File: src/rtl/pc_ctrl.sv
// Program counter and instruction fetch controller: issues one fetch at a time,
// parks a returned word while stalled, and applies prioritised redirects.
module pc_ctrl #(
  parameter logic [31:0] RESET_VECTOR = 32'h0000_0000,
  parameter logic [31:0] TRAP_VECTOR  = 32'h0000_0100
) (
  input  logic        clk,
  input  logic        reset,
  input  logic        stall,
  input  logic        trap,
  input  logic        jump,
  input  logic [31:0] jump_target,
  input  logic        branch_taken,
  input  logic [31:0] branch_target,
  output logic        imem_req,
  output logic [31:0] imem_addr,
  input  logic        imem_ack,
  input  logic [31:0] imem_rdata,
  output logic        instr_valid,
  output logic [31:0] instr,
  output logic [31:0] instr_pc,
  output logic        misaligned
);

  localparam int unsigned XLEN = 32;

  typedef enum logic [1:0] {
    ST_REQ  = 2'd0,
    ST_WAIT = 2'd1,
    ST_HOLD = 2'd2
  } state_t;

  state_t          state, state_d;
  logic [XLEN-1:0] pc, pc_d, pc_inc;
  logic            kill, kill_d;
  logic [XLEN-1:0] buf_word, buf_word_d;
  logic [XLEN-1:0] buf_pc, buf_pc_d;
  logic [XLEN-1:0] instr_d, instr_pc_d;
  logic            instr_valid_d, misaligned_d;

  logic            redir, mis_tgt;
  logic [XLEN-1:0] sel_tgt, redir_pc;

  // Redirect decode: trap beats jump beats branch; bad alignment diverts to trap.
  always_comb begin
    redir    = trap | jump | branch_taken;
    sel_tgt  = jump ? jump_target : branch_target;
    mis_tgt  = !trap && (jump || branch_taken) && (sel_tgt[1:0] != 2'b00);
    redir_pc = (trap || mis_tgt) ? TRAP_VECTOR : sel_tgt;
    pc_inc   = pc + XLEN'(4);
  end

  always_ff @(posedge clk) begin
    if (!reset) state <= ST_REQ;
    else        state <= state_d;
  end

  always_comb begin
    state_d = state;
    case (state)
      ST_REQ:  if (!redir && !stall) state_d = ST_WAIT;
      ST_WAIT: if (imem_ack) state_d = (redir || kill || !stall) ? ST_REQ : ST_HOLD;
      ST_HOLD: if (redir || !stall) state_d = ST_REQ;
      default: state_d = ST_REQ;
    endcase
  end

  // Fetch request, delivery and hold-buffer control.
  always_comb begin
    pc_d          = pc;
    kill_d        = kill;
    buf_word_d    = buf_word;
    buf_pc_d      = buf_pc;
    instr_d       = instr;
    instr_pc_d    = instr_pc;
    instr_valid_d = 1'b0;
    misaligned_d  = mis_tgt;
    imem_req      = 1'b0;
    imem_addr     = pc;
    case (state)
      ST_REQ: imem_req = reset && !stall && !redir;
      ST_WAIT: begin
        if (redir) begin
          // An in-flight response must be dropped when it finally arrives.
          kill_d = !imem_ack;
        end else if (imem_ack) begin
          if (kill) begin
            kill_d = 1'b0;
          end else if (!stall) begin
            instr_d       = imem_rdata;
            instr_pc_d    = pc;
            instr_valid_d = 1'b1;
            pc_d          = pc_inc;
          end else begin
            buf_word_d = imem_rdata;
            buf_pc_d   = pc;
          end
        end
      end
      ST_HOLD: begin
        if (!redir && !stall) begin
          instr_d       = buf_word;
          instr_pc_d    = buf_pc;
          instr_valid_d = 1'b1;
          pc_d          = pc_inc;
        end
      end
      default: ;
    endcase
    if (redir) pc_d = redir_pc;
  end

  always_ff @(posedge clk) begin
    if (!reset) begin
      pc          <= RESET_VECTOR;
      kill        <= 1'b0;
      buf_word    <= '0;
      buf_pc      <= '0;
      instr       <= '0;
      instr_pc    <= '0;
      instr_valid <= 1'b0;
      misaligned  <= 1'b0;
    end else begin
      pc          <= pc_d;
      kill        <= kill_d;
      buf_word    <= buf_word_d;
      buf_pc      <= buf_pc_d;
      instr       <= instr_d;
      instr_pc    <= instr_pc_d;
      instr_valid <= instr_valid_d;
      misaligned  <= misaligned_d;
    end
  end

endmodule

File: config.mk
export PLATFORM = sky130hd
export DESIGN_NAME = pc_ctrl
export DESIGN_NICKNAME = d
export VERILOG_FILES = /design/src/rtl/pc_ctrl.sv
export SDC_FILE = /design/constraint.sdc
export NUM_CORES = 1
export LEC_CHECK = 0
export CORE_UTILIZATION = 44
export CTS_CLUSTER_SIZE = 28
export DETAILED_ROUTE_END_ITERATION = 10
export GPL_ROUTABILITY_DRIVEN = 0
export PLACE_DENSITY = 0.76
export SYNTH_ARGS = -nofsm -noshare
export SYNTH_HDL_FRONTEND = slang
export SYNTH_SLANG_ARGS = --single-unit
export TNS_END_PERCENT = 1
File: constraint.sdc
create_clock -name clk -period 1.82 [get_ports clk]
set_input_delay 0.364 -clock clk [delete_from_list [all_inputs] [get_ports clk]]
set_output_delay 0.364 -clock clk [all_outputs]
set_load 0.1 [all_outputs]
# [Word-level counts from Yosys, hierarchy flattened]
# Cells that the tools add are included.
[op_classes] n_bitwise=4 n_reduce_logical=24 n_eq_ne=13 n_mux=34 n_addsub=1
[ops] cell="$mux 32" n=17
[ops] cell="$pmux 32 s2" n=3
[ops] cell="$add 32x3->32 const B" n=1
[ops] cell="$ne 2x2->1 const B" n=7
[ops] cell="$ne 3x3->1 const B" n=4
[ops] cell="$reduce_and 5->1" n=2
[ops] cell="$mux 1" n=8
[ops] cell="$mux 2" n=4
[ops] cell="$pmux 2 s3" n=1
[ops] cell="$reduce_and 6->1" n=1
[ops] cell="$reduce_bool 2->1" n=3
[ops] cell="$logic_and 1x1->1" n=5
[ops] cell="$logic_or 1x1->1" n=5
[ops] cell="$logic_not 1->1" n=4
[ops] cell="$reduce_and 3->1" n=1
[ops] cell="$reduce_bool 3->1" n=1
[ops] cell="$eq 2x1->1 const B" n=1
[ops] cell="$eq 2x2->1 const B" n=1
[ops] cell="$logic_not 2->1" n=1
[ops] cell="$not 1->1" n=2
[ops] cell="$or 1x1->1" n=2
[ops] cell="$pmux 1 s2" n=1
[ops] cell="$reduce_and 2->1" n=1
[totals] ff_bits=165 output_inout_bits=99

# [Longest topological paths before layout]
# Gate-level depths: netlist of the first run.
[depth] word_depth=7 mapped_depth=10 mapped_depth_nobuf=7

# [Least setup slack after synthesis of the first run]
# Ideal clock, no wire load.
[synth_timing] path_kind="input -> output" start="input port jump" end="output port imem_req" slack_ps=-2180 t_required_ps=1456 n_path_buf=2 cell_stages=5 arrival_time_ps=3636 path_cell_list="buf_2 -> nor3_1 -> buf_2 -> nand2_1 -> nor3b_1"
[synth_via] elab_chain_len=5
[synth_lines] item="from (decl)" line_no="11" source="input logic jump,"
[synth_lines] item="$or 1x1->1 (2 in a row)" line_no="46" source="redir = trap | jump | branch_taken;"
[synth_lines] item="$logic_not 1->1" line_no="81" source="ST_REQ: imem_req = reset && !stall && !redir;"
[synth_lines] item="$logic_and 1x1->1" line_no="81"
[synth_lines] item="$mux 1" line_no="80" source="case (state)"
[synth_lines] item="to (decl)" line_no="15" source="output logic imem_req,"
# Every way passes these cells.

# [Final worst setup path of the first run]
[layout_timing] start="register state[0]" end="register instr_pc[7]"
[layout_via] elab_chain_len=3 word_cells_on_any_way=10 classes_between="eq/ne: 7; mux: 1; reduce/logical: 2"
[layout_lines] item="from (decl)" line_no="33" source="state_t state, state_d;"
[layout_lines] item="from (signal assigned)" line_no="55" source="else state <= state_d;"
[layout_lines] item="$eq 2x2->1 / $eq 2x1->1 (equally long branches)" line_no="80"
[layout_lines] item="$ne 2x2->1 (no line) / $reduce_bool 2->1 (equally long branches)"
[layout_lines] item="$reduce_and 6->1 (no line)"
[layout_lines] item="to (signal assigned)" line_no="129" source="instr_pc <= instr_pc_d;"
[layout_lines] item="to (decl)" line_no="21" source="output logic [31:0] instr_pc,"
# Several ways; a longest one is shown, not always the timed one.
# A chain may end at the register's enable or synchronous reset.

==> reports/metrics.sh, run 1 <==
FINALCLOCKSKEW_NS=0.00872
GRT_PASS1_VIAS=7565
SHARE_OF_THE_CYCLE_NEEDED_BY_THE_CRITICAL_PATH_AFTER_ROUTING=1.07
CLOCK_TREE.HTREE_LEVEL_COUNT=4
PLACEABLECOREAREA_UM2=16600
WORST_SETUP_HOLD_PATH_CLK_SLEW_NS=0.07
SYNTHESIS.AREA_UM2=7490
SETUP_TNS_NS=-3.74
CTS_BUFFER_DEPTH=2
WORST_SLEW_PIN_SLEW_NS=0.428
LAYOUT.FILLER_CELLS=1074
DP_HPWL_MM=17.2
AREAGROWTHSYNTHTOFINISH_PCT=68.4
GRT_UTIL_ALL_LAYERS=0.278
CTS_BUFFERS=17
RSZ0062_AT_GRT='true'
CELLLEAKAGEPOWER_nW=4.40
CRIT_PATH_MAX_FANOUT=51
DRIVE_ABOVE_1_SHARE=0.296
SYNTH_AREA_PER_CELL_UM2=8.50
SYNTHESIS.YOSYS.WARNINGS=0
FIN_NETS=1258
NUMBER_OF_FLOPS_MAPPED_TO_ENABLE_CELLS_BY_YOSYS=0
POST_DRT_VIA_CELL_RATIO=5.69
SYNTH-SEQ-CELLS=165
TRITONCTS_CLOCK_TREE='done'
WIRE_LENGTH_OF_THE_FIRST_GLOBAL_ROUTING_PASS_MM=38.7
WORST_SETUP_PATH_END_KIND='flop'
BUFFER_PORTS.INSERTED=201
STARTPOINT_TYPE='flop'
INSTANCES_NO_FILL=1384
CLOCK-SINKS=165
DIE_H_UM=132
CRITICAL_PATH.N_BUFFERS_INVERTERS=4
CP_CELL_SEQUENCE='inv_2, buf_4, ha_4, buf_4, buf_12, mux2i_1, a211oi_2'
MAPPEDNETLISTNETS=988
DETAIL_ROUTE.WL_PER_CELL_UM=18.0
PATH_CLASS='reg -> reg'
INSERTION_DELAY_NS=0.44
COUNT_OF_MAX_CAP_CONSTRAINT_VIOLATIONS=0
PORTS_PLACED_ON_THE_BOUNDARY=202
CTS.ROOT.BUFFER_CELL='sky130_fd_sc_hd__clkbuf_16'
PART_OF_THE_YOSYS_AREA_USED_FOR_SEQUENTIAL_ELEMENTS=0.441
GRT_ANTENNA_BEFORE_REPAIR=0
PIN_COUNT_OF_THE_BIGGEST_NET_ENTERING_GLOBAL_ROUTING=52
FAILED_CHECKS='setup timing'
DOMINANTREGCELLSYNTH='sky130_fd_sc_hd__dfxtp_1'
TIMING.CRITICAL_PATH.ARRIVAL_NS=2.26
CP_SLOWEST_STAGE_DELAY_NS=0.36
SETUP_SLACK_AT_PLACEMENT_NS=-0.501
CPLARGESTDELAYFAMILY='buffers and inverters'
FINAL.SETUP.WORST_SLACK_NS=-0.128
MAXSLEWHEADROOM=0.707
FINALHOLDVIOLATIONS=0
POWER_DENSITY_nW_PER_UM2=697
FINALSETUPVIOLATIONS=79
DRT_DRC_VIOLATIONS_LEFT=0
DIE_AREA_UM2=17500
MAXSLEWVIOLCOUNT=0
WL_MM=24.8
GLOBALROUTEOVERFLOWTOTAL=0
STATUS='finished, violations left'
VIAS=7874
SYNTH.LIB_CELLS_USED.DISTINCT=59
STARTING_DENSITY=0.451
POSTSYNTH.ASYNCRESETSHARE=0
PLACED_CELLS_INCL_TAPS=1344
FINAL_UTIL=0.760
IRDROPWORSTVDD_uV=702
CRIT_TOP_CELL='sky130_fd_sc_hd__buf_4'
MIN_PATH_TYPE='in -> reg'
FP-ROW-COUNT=47
SYNTH_CELLS=881
POWER_mW=8.78
REGISTER_TO_REGISTER_SETUP_SLACK_NS=-0.13
DR.PASS1.ITERS=6
MAX_CLOCK_FREQ_MHz=513
COUNT_OF_INSERTED_ANTENNA_DIODE_CELLS=0
CRIT_SLOWEST_CELL='sky130_fd_sc_hd__buf_12'
FIN_CRIT_NS=1.95
POST_ROUTE_ANTENNA_NET_VIOLATION_COUNT=0
CRIT_REQUIRED_NS=2.13
DR.FIRST_ITER.DRC_COUNT=706
DIE_WIDTH_UM=132
[area by class of cell]
| cell class | count | area (um2) | share of cell area |
|---|---|---|---|
| Inverter | 11 | 43.8 | 0.00347 |
| Clock buffer | 20 | 457 | 0.0362 |
| Timing Repair Buffer | 322 | 4220 | 0.335 |
| Multi-Input combinational cell | 634 | 4110 | 0.326 |
| Sequential cell | 165 | 3340 | 0.265 |
| Tap cell | 220 | 275 | 0.0218 |
| Clock inverter | 12 | 166 | 0.0132 |
[synth_stat cells (all sizes together) (3+ instances only)]
library cell | number | area, um2
buf | 31 | 171
inv | 11 | 41.3
nor2 | 94 | 355
and3 | 4 | 25.0
nor3 | 13 | 70.1
nor4 | 9 | 56.3
or2 | 3 | 18.8
ha | 4 | 50.1
a31oi | 8 | 50.1
a22oi | 6 | 45.0
mux2i | 86 | 861
o22ai | 14 | 87.6
xor2 | 3 | 26.3
nand2 | 148 | 556
nand3 | 14 | 70.1
dfxtp | 165 | 3300
nand4 | 11 | 68.8
a21oi | 77 | 385
xnor2 | 5 | 43.8
o21ai | 17 | 85.1
or3 | 3 | 23.8
a211oi | 67 | 503
o221a | 4 | 45.0
o211ai | 4 | 30.0
and4 | 3 | 26.3
clkbuf | 40 | 150
mux2 | 3 | 33.8
[kinds of logic (layout without fill, tap and decap cells)]
group	after synthesis	count (layout)	share of synthesized area
XOR/XNOR	8	8	0.00936
flip-flops	165	165	0.441
buffers and inverters	82	365	0.0485
AND/OR/NAND/NOR	314	314	0.184
multiplexers	89	89	0.120
adder cells (fa/ha/maj)	4	4	0.00669
AO/OA/AOI/OAI	219	219	0.191
[path summary, 6_finish.rpt]
check / start / cells after the start / to
setup / recovery: state[0]$_SDFFE_PN0P_ / 7 / instr_pc[7]$_SDFFE_PN0P_
hold / removal: jump / 5 / state[1]$_SDFFE_PN0P_
setup reg to reg: state[0]$_SDFFE_PN0P_ / 7 / instr_pc[7]$_SDFFE_PN0P_
hold reg to reg: buf_pc[15]$_SDFFE_PN0P_ / 2 / buf_pc[15]$_SDFFE_PN0P_
[worst min-delay path: cells and delay by family]
| family | cells | cell delay, ns |
|---|---|---|
| simple gates | 3 | 0.27 |
| buf+inv | 1 | 0.10 |
| compound gates | 1 | 0.07 |
[metal layers]
metal,track usage,part of all wire,up-vias
met1,0.319,0.39,3687
li1,-,-,3704
met2,0.484,0.50,384
met5,0,0,-
met3,0.0667,0.074,99
met4,0.135,0.040,0
[through the flow]
stage                     area [um2]  hold slack [ns]
after floorplan                 7570            0.436
after global placement         11600            0.438
after detailed placement       11600            0.444
after CTS                      12500            0.386
after global routing           12600            0.411
final                          12600            0.408
[registers in the layout (all words and copies together), names as in the netlist]
| signal | count |
|---|---|
| misaligned | 1 |
| kill | 1 |
| buf_word | 32 |
| state | 2 |
| imem_addr | 32 |
| instr | 32 |
| instr_valid | 1 |
| instr_pc | 32 |
| buf_pc | 32 |
[repair_timing]
action,4_1_cts,5_1_grt
hold buffers,0,0
endpoints found under the setup margin,94,116
hold endpoints to repair,0,0
gates resized for setup,37,29
gates cloned,2,0
setup buffers,6,0
pin swaps,61,15
[where the power goes]
group          switching [mW]  internal, mW  total [mW]  leakage [nW]
clock network            1.56          2.26        3.81         0.292
registers              0.0426          3.66        3.70          1.34
logic                   0.663         0.608        1.27          2.77
[placed cells by master, fill, tap and decap left out, drive strengths merged, types with 8 or more instances in the layout]
master and instances:
nor4 9, nand4 11, nor3 13, o22ai 14, nand3 14, dfxtp 165
buf 221, a211oi 67, nor2 94, inv 15, clkdlybuf4s50 98, nand2 148
a31oi 8, mux2i 86, o21ai 17, clkbuf 20, a21oi 77
No activity file was read; power rests on OpenSTA's default activity.
==> inputs of run 2 (changes only) <==
Settings changed: CELL_PAD_IN_SITES_DETAIL_PLACEMENT set to 0, CELL_PAD_IN_SITES_GLOBAL_PLACEMENT set to 1, CORE_UTILIZATION 44 to 32, PLACE_DENSITY 0.76 to 0.75.
==> run 2 against run 1 <==
Against the previous run:
- the flow still finishes with violations (setup timing)
- worst setup slack better by 0.086 ns
- non-clock buffer count up 4
- power down 3.2%
- clock power down 6.8%
- first-iteration DRC count down 38%
- worst hold slack better by 0.045 ns
- clock-buffer cell count down 3
- sequential share of layout area down 0.096 points
- via count down 4.4%
- cell count up 7.0%
- maximum frequency up 4.6%
- final area up 0.67%
- critical path type is now reg -> out
- critical endpoint is now imem_req
- largest cell class unchanged
==> reports/metrics.sh, run 2 (synthesized netlist as in run 1, its figures left out) <==
SETUP_TNS_NS=-0.0824
POWER_DENSITY_nW_PER_UM2=670
SHARE_OF_THE_CYCLE_NEEDED_BY_THE_CRITICAL_PATH_AFTER_ROUTING=1.02
MAXSLEWVIOLCOUNT=0
BUFFER_PORTS.INSERTED=201
WORST_SLEW_PIN_SLEW_NS=0.510
CELLLEAKAGEPOWER_nW=4.35
DRIVE_ABOVE_1_SHARE=0.296
CLOCK_TREE.HTREE_LEVEL_COUNT=4
GRT_UTIL_ALL_LAYERS=0.212
FINAL_UTIL=0.557
DR.PASS1.ITERS=5
COUNT_OF_INSERTED_ANTENNA_DIODE_CELLS=0
FAILED_CHECKS='setup timing'
STARTING_DENSITY=0.329
DRT_DRC_VIOLATIONS_LEFT=0
DIE_H_UM=155
PLACED_AREA_UM2=11600
PLACEABLECOREAREA_UM2=22800
CTS_BUFFERS=17
CP_CELL_SEQUENCE='inv_4, buf_6, ha_4, nor3b_4, buf_12'
PATH_CLASS='reg -> out'
WL_MM=25.9
TRITONCTS_CLOCK_TREE='done'
WORST_SETUP_PATH_END_KIND='output pin'
POWER_mW=8.50
TIMING.CRITICAL_PATH.ARRIVAL_NS=1.50
CRIT_PATH_MAX_FANOUT=3
FINAL.SETUP.WORST_SLACK_NS=-0.0417
PORTS_PLACED_ON_THE_BOUNDARY=202
LEADING_CELL_TYPE_IN_THE_LAYOUT_FILL_AND_TAPS_EXCLUDED='sky130_fd_sc_hd__nand2_1'
STATUS='finished, violations left'
SETUP_SLACK_AT_PLACEMENT_NS=-0.492
CTS.ROOT.BUFFER_CELL='sky130_fd_sc_hd__clkbuf_16'
DIE_AREA_UM2=24000
PIN_COUNT_OF_THE_BIGGEST_NET_ENTERING_GLOBAL_ROUTING=65
DP_HPWL_MM=17.7
FINAL_AREA_UM2=12700
CTS_BUFFER_DEPTH=2
FP-ROW-COUNT=55
HOLDBUFCOUNTCTS=0
FINALHOLDVIOLATIONS=0
FINALCLOCKSKEW_NS=0.00984
GRT_ANTENNA_BEFORE_REPAIR=1
CRIT_SLOWEST_CELL='sky130_fd_sc_hd__dfxtp_4'
MIN_PATH_TYPE='reg -> reg'
DR.FIRST_ITER.DRC_COUNT=441
FIN_CRIT_NS=1.86
WORST_SETUP_HOLD_PATH_CLK_SLEW_NS=0.07
POST_DRT_VIA_CELL_RATIO=5.09
VIAS=7531
FIN_NETS=1262
COUNT_OF_MAX_CAP_CONSTRAINT_VIOLATIONS=0
STARTPOINT_TYPE='flop'
IRDROPWORSTVDD_uV=605
WIRE_LENGTH_OF_THE_FIRST_GLOBAL_ROUTING_PASS_MM=39.5
MAXSLEWHEADROOM=0.655
WORST_HOLD_STAGES=2
GRT_PASS1_VIAS=7194
MAX_CLOCK_FREQ_MHz=537
DIE_WIDTH_UM=155
LAYOUT_COMMON_CELLS='145 x sky130_fd_sc_hd__nand2_1, 138 x sky130_fd_sc_hd__dfxtp_1, 108 x sky130_fd_sc_hd__buf_12'
INSERTION_DELAY_NS=0.43
REG2REGPATHDEPTH=8
FINALSETUPVIOLATIONS=4
RSZ0062_AT_GRT='true'
DETAIL_ROUTE.WL_PER_CELL_UM=17.5
CLOCK-SINKS=165
POST_ROUTE_ANTENNA_NET_VIOLATION_COUNT=0
CRIT_REQUIRED_NS=1.46
AREAGROWTHSYNTHTOFINISH_PCT=69.5
CP_SLOWEST_STAGE_DELAY_NS=0.37
GLOBALROUTEOVERFLOWTOTAL=0
[run 2: through the flow]
stage,hold WS (ns),instances
detailed placement,0.446,1431
finish,0.453,1481
global route,0.473,1481
floorplan,0.436,881
CTS,0.455,1475
global placement,0.441,1431
[run 2: routing by layer]
metal | track usage | part of all wire | wire length (um) | vias to the layer above
li1 | - | - | - | 3698
met1 | 0.276 | 0.44 | 11500 | 3597
met2 | 0.359 | 0.50 | 12900 | 215
met3 | 0.0373 | 0.045 | 1170 | 19
met4 | 0.0552 | 0.010 | 264 | 2
met5 | 0 | 0.00031 | 8 | -
[run 2: final timing paths]
path	slack, ns	to	start
setup reg to reg	-0.02	imem_addr[13]$_SDFFE_PN0P_	state[1]$_SDFFE_PN0P_
hold / removal	0.45	buf_pc[12]$_SDFFE_PN0P_	buf_pc[12]$_SDFFE_PN0P_
hold reg to reg	0.45	buf_pc[12]$_SDFFE_PN0P_	buf_pc[12]$_SDFFE_PN0P_
setup / recovery	-0.04	imem_req	state[0]$_SDFFE_PN0P_
[run 2: worst max-delay path: cells and delay by family, from the launching register on]
family / cells / cell delay (ns)
flip-flops: 1 / 0.37
buffers and inverters: 3 / 0.35
AND/OR/NAND/NOR: 1 / 0.23
adder cells (fa/ha/maj): 1 / 0.13
[run 2: power breakdown]
group	switching [mW]	internal, mW	total, mW
registers	0.0462	3.65	3.70
logic	0.655	0.597	1.25
clock network	1.62	1.93	3.55
total	2.33	6.18	8.50
[run 2: what timing repair did]
| action | 4_1_cts | 5_1_grt |
|---|---|---|
| setup buffers | 9 | 3 |
| gates resized for setup | 35 | 47 |
| cloned | 3 | 3 |
| setup endpoints to repair | 122 | 92 |
| pin swaps | 9 | 41 |
[run 2: final cells by class]
| class | instances | area, um2 |
|---|---|---|
| clock buffer | 17 | 425 |
| multi-input combinational | 634 | 4120 |
| sequential | 165 | 3350 |
| clock inverter | 15 | 148 |
| fill | 2037 | 10100 |
| tap | 313 | 392 |
| timing repair buffer | 326 | 4220 |
| inverter | 11 | 46.3 |
==> inputs of run 3 (changes only) <==
Settings changed: PLACE_DENSITY 0.75 to unset, PLACE_DENSITY_LB_ADDON set to 0.1.
==> run 3 against run 2 <==
Against the previous run:
- the run still ends with setup timing left
- routed wire length down 2.7%
- global-route usage barely moved
- non-clock buffer count is 7 lower
- sequential share of layout area fell by 0.061 points
- via count down 1.7%
- clock skew up 0.0025 ns
- utilization up 0.088 points
- critical path type unchanged
- largest power group is now clock
==> reports/metrics.sh, run 3 (synthesized netlist as in run 1, its figures left out) <==
FINAL.SETUP.WORST_SLACK_NS=-0.0339
LEADING_CELL_TYPE_IN_THE_LAYOUT_FILL_AND_TAPS_EXCLUDED='sky130_fd_sc_hd__nand2_1'
CLOCK-SINKS=165
CRITICAL_PATH.N_BUFFERS_INVERTERS=3
TIMING.CRITICAL_PATH.ARRIVAL_NS=1.49
MAXSLEWVIOLCOUNT=0
COUNT_OF_MAX_CAP_CONSTRAINT_VIOLATIONS=0
CLOCK_TREE.HTREE_LEVEL_COUNT=4
FINALCLOCKSKEW_NS=0.0123
GRT_ANTENNA_BEFORE_REPAIR=0
DIE_AREA_UM2=24000
VIAS=7400
CP_SLOWEST_STAGE_DELAY_NS=0.36
INSERTION_DELAY_NS=0.43
WL_MM=25.2
RSZ0062_AT_GRT='true'
FIN_CRIT_NS=1.85
CRIT_SLOWEST_CELL='sky130_fd_sc_hd__dfxtp_4'
CP_CELL_SEQUENCE='inv_4, buf_6, ha_4, nor3b_4, buf_12'
POWER_mW=8.70
AREAGROWTHSYNTHTOFINISH_PCT=69.8
FINALSETUPVIOLATIONS=6
FP-ROW-COUNT=55
MIN_PATH_TYPE='in -> reg'
STARTING_DENSITY=0.329
FINALHOLDVIOLATIONS=0
DRIVE_ABOVE_1_SHARE=0.296
POST_ROUTE_ANTENNA_NET_VIOLATION_COUNT=0
PATH_CLASS='reg -> out'
DETAIL_ROUTE.WL_PER_CELL_UM=17.1
STATUS='finished, violations left'
WORST_SLEW_PIN_SLEW_NS=0.480
MAX_CLOCK_FREQ_MHz=539
DR.FIRST_ITER.DRC_COUNT=414
POWER_DENSITY_nW_PER_UM2=685
SETUP_SLACK_AT_PLACEMENT_NS=-0.504
WORST_HOLD_STARTPOINT='jump'
REGISTER_TO_REGISTER_SETUP_SLACK_NS=-0.02
GLOBALROUTEOVERFLOWTOTAL=0
BUFFER_PORTS.INSERTED=201
CTS_BUFFER_DEPTH=2
CTS.ROOT.BUFFER_CELL='sky130_fd_sc_hd__clkbuf_16'
DIE_H_UM=155
LAYOUT_COMMON_CELLS='145 x sky130_fd_sc_hd__nand2_1, 138 x sky130_fd_sc_hd__dfxtp_1, 111 x sky130_fd_sc_hd__buf_12'
COUNT_OF_INSERTED_ANTENNA_DIODE_CELLS=0
PIN_COUNT_OF_THE_BIGGEST_NET_ENTERING_GLOBAL_ROUTING=63
PLACEABLECOREAREA_UM2=22800
CPLARGESTDELAYFAMILY='flip-flops'
CTS_BUFFERS=17
WIRE_LENGTH_OF_THE_FIRST_GLOBAL_ROUTING_PASS_MM=39.5
GRT_PASS1_VIAS=7081
WORST_SETUP_HOLD_PATH_CLK_SLEW_NS=0.06
STARTPOINT_TYPE='flop'
CELLLEAKAGEPOWER_nW=4.43
DIE_WIDTH_UM=155
FIN_NETS=1255
CRIT_PATH_MAX_FANOUT=3
GRT_UTIL_ALL_LAYERS=0.212
PORTS_PLACED_ON_THE_BOUNDARY=202
DR.PASS1.ITERS=4
POST_DRT_VIA_CELL_RATIO=5.02
CRIT_REQUIRED_NS=1.46
MAXSLEWHEADROOM=0.680
SETUP_TNS_NS=-0.105
CRITICAL_PATH.STARTPOINT='state[0]$_SDFFE_PN0P_'
HOLDWS_NS=0.396
WORST_SETUP_PATH_END_KIND='output pin'
IRDROPWORSTVDD_uV=567
LAYOUT.FILLER_CELLS=2048
DP_HPWL_MM=17.4
SHARE_OF_THE_CYCLE_NEEDED_BY_THE_CRITICAL_PATH_AFTER_ROUTING=1.02
DRT_DRC_VIOLATIONS_LEFT=0
R2R_START='state[0]$_SDFFE_PN0P_'
FAILED_CHECKS='setup timing'
TRITONCTS_CLOCK_TREE='done'
-- run 3: changes by cell type in the layout (fill, tap and decap cells not counted), moves of 3 or more --
cell                        before  now
sky130_fd_sc_hd__a211oi_2       12   17
sky130_fd_sc_hd__clkbuf_16      20   17
sky130_fd_sc_hd__inv_6           3    6
sky130_fd_sc_hd__buf_4          98   93
sky130_fd_sc_hd__clkinv_2        3    0
sky130_fd_sc_hd__buf_12        108  111
sky130_fd_sc_hd__a211oi_1       55   50
sky130_fd_sc_hd__o21ai_1         4    7
sky130_fd_sc_hd__buf_6           9    6
sky130_fd_sc_hd__o21ai_0        13   10
sky130_fd_sc_hd__mux2i_1        86   82
sky130_fd_sc_hd__buf_16          4    7
sky130_fd_sc_hd__mux2i_2         0    3
-- run 3: cell type report --
cell class	instances	area [um2]	area share
Clock inverter	13	161	0.0127
Inverter	11	46.3	0.00364
Timing Repair Buffer	319	4190	0.330
Sequential cell	165	3340	0.263
Clock buffer	19	443	0.0348
Tap cell	313	392	0.0308
Multi-Input combinational cell	634	4130	0.325
-- run 3: worst register-to-register path: cells and delay by family (launching register included) --
family / cells / cell delay, ns
buf+inv: 4 / 0.44
flops: 1 / 0.36
compound gates: 3 / 0.74
simple gates: 1 / 0.07
fa+ha+maj: 1 / 0.13
-- run 3: path summary, 6_finish.rpt --
| check | end | cells after the start |
|---|---|---|
| worst max register to register | imem_addr[23]$_SDFFE_PN0P_ | 9 |
| worst min-delay path | state[1]$_SDFFE_PN0P_ | 5 |
| worst max-delay path | imem_req | 5 |
| worst min register to register | buf_pc[19]$_SDFFE_PN0P_ | 2 |
-- run 3: stage by stage --
step | cell area [um2] | std cells | util
2_1_floorplan | 7570 | 881 | -
3_3_place_gp | 11600 | 1427 | 0.509
3_5_place_dp | 11600 | 1427 | 0.509
4_1_cts | 12500 | 1474 | 0.550
5_1_grt | 12700 | 1474 | 0.558
6_report | 12700 | 1474 | 0.558
-- run 3: metal layers --
layer,vias up,routed length (um),GRT usage
met2,184,12200,0.352
met5,-,0,0
met4,0,299,0.0589
li1,3695,-,-
met3,22,1080,0.0348
met1,3499,11600,0.283
-- run 3: timing repair --
action / CTS / global route
buffers inserted: 11 / 0
pin swaps: 14 / 62
endpoints found under the hold margin: 0 / 0
endpoints found under the setup margin: 86 / 92
resized for setup: 40 / 44
gates cloned: 4 / 0
hold buffers: 0 / 0
-- run 3: power breakdown --
| part | switching, mW | total [mW] | internal [mW] |
|---|---|---|---|
| sequential | 0.0462 | 3.70 | 3.65 |
| clock | 1.62 | 3.73 | 2.11 |
| combinational | 0.655 | 1.27 | 0.614 |
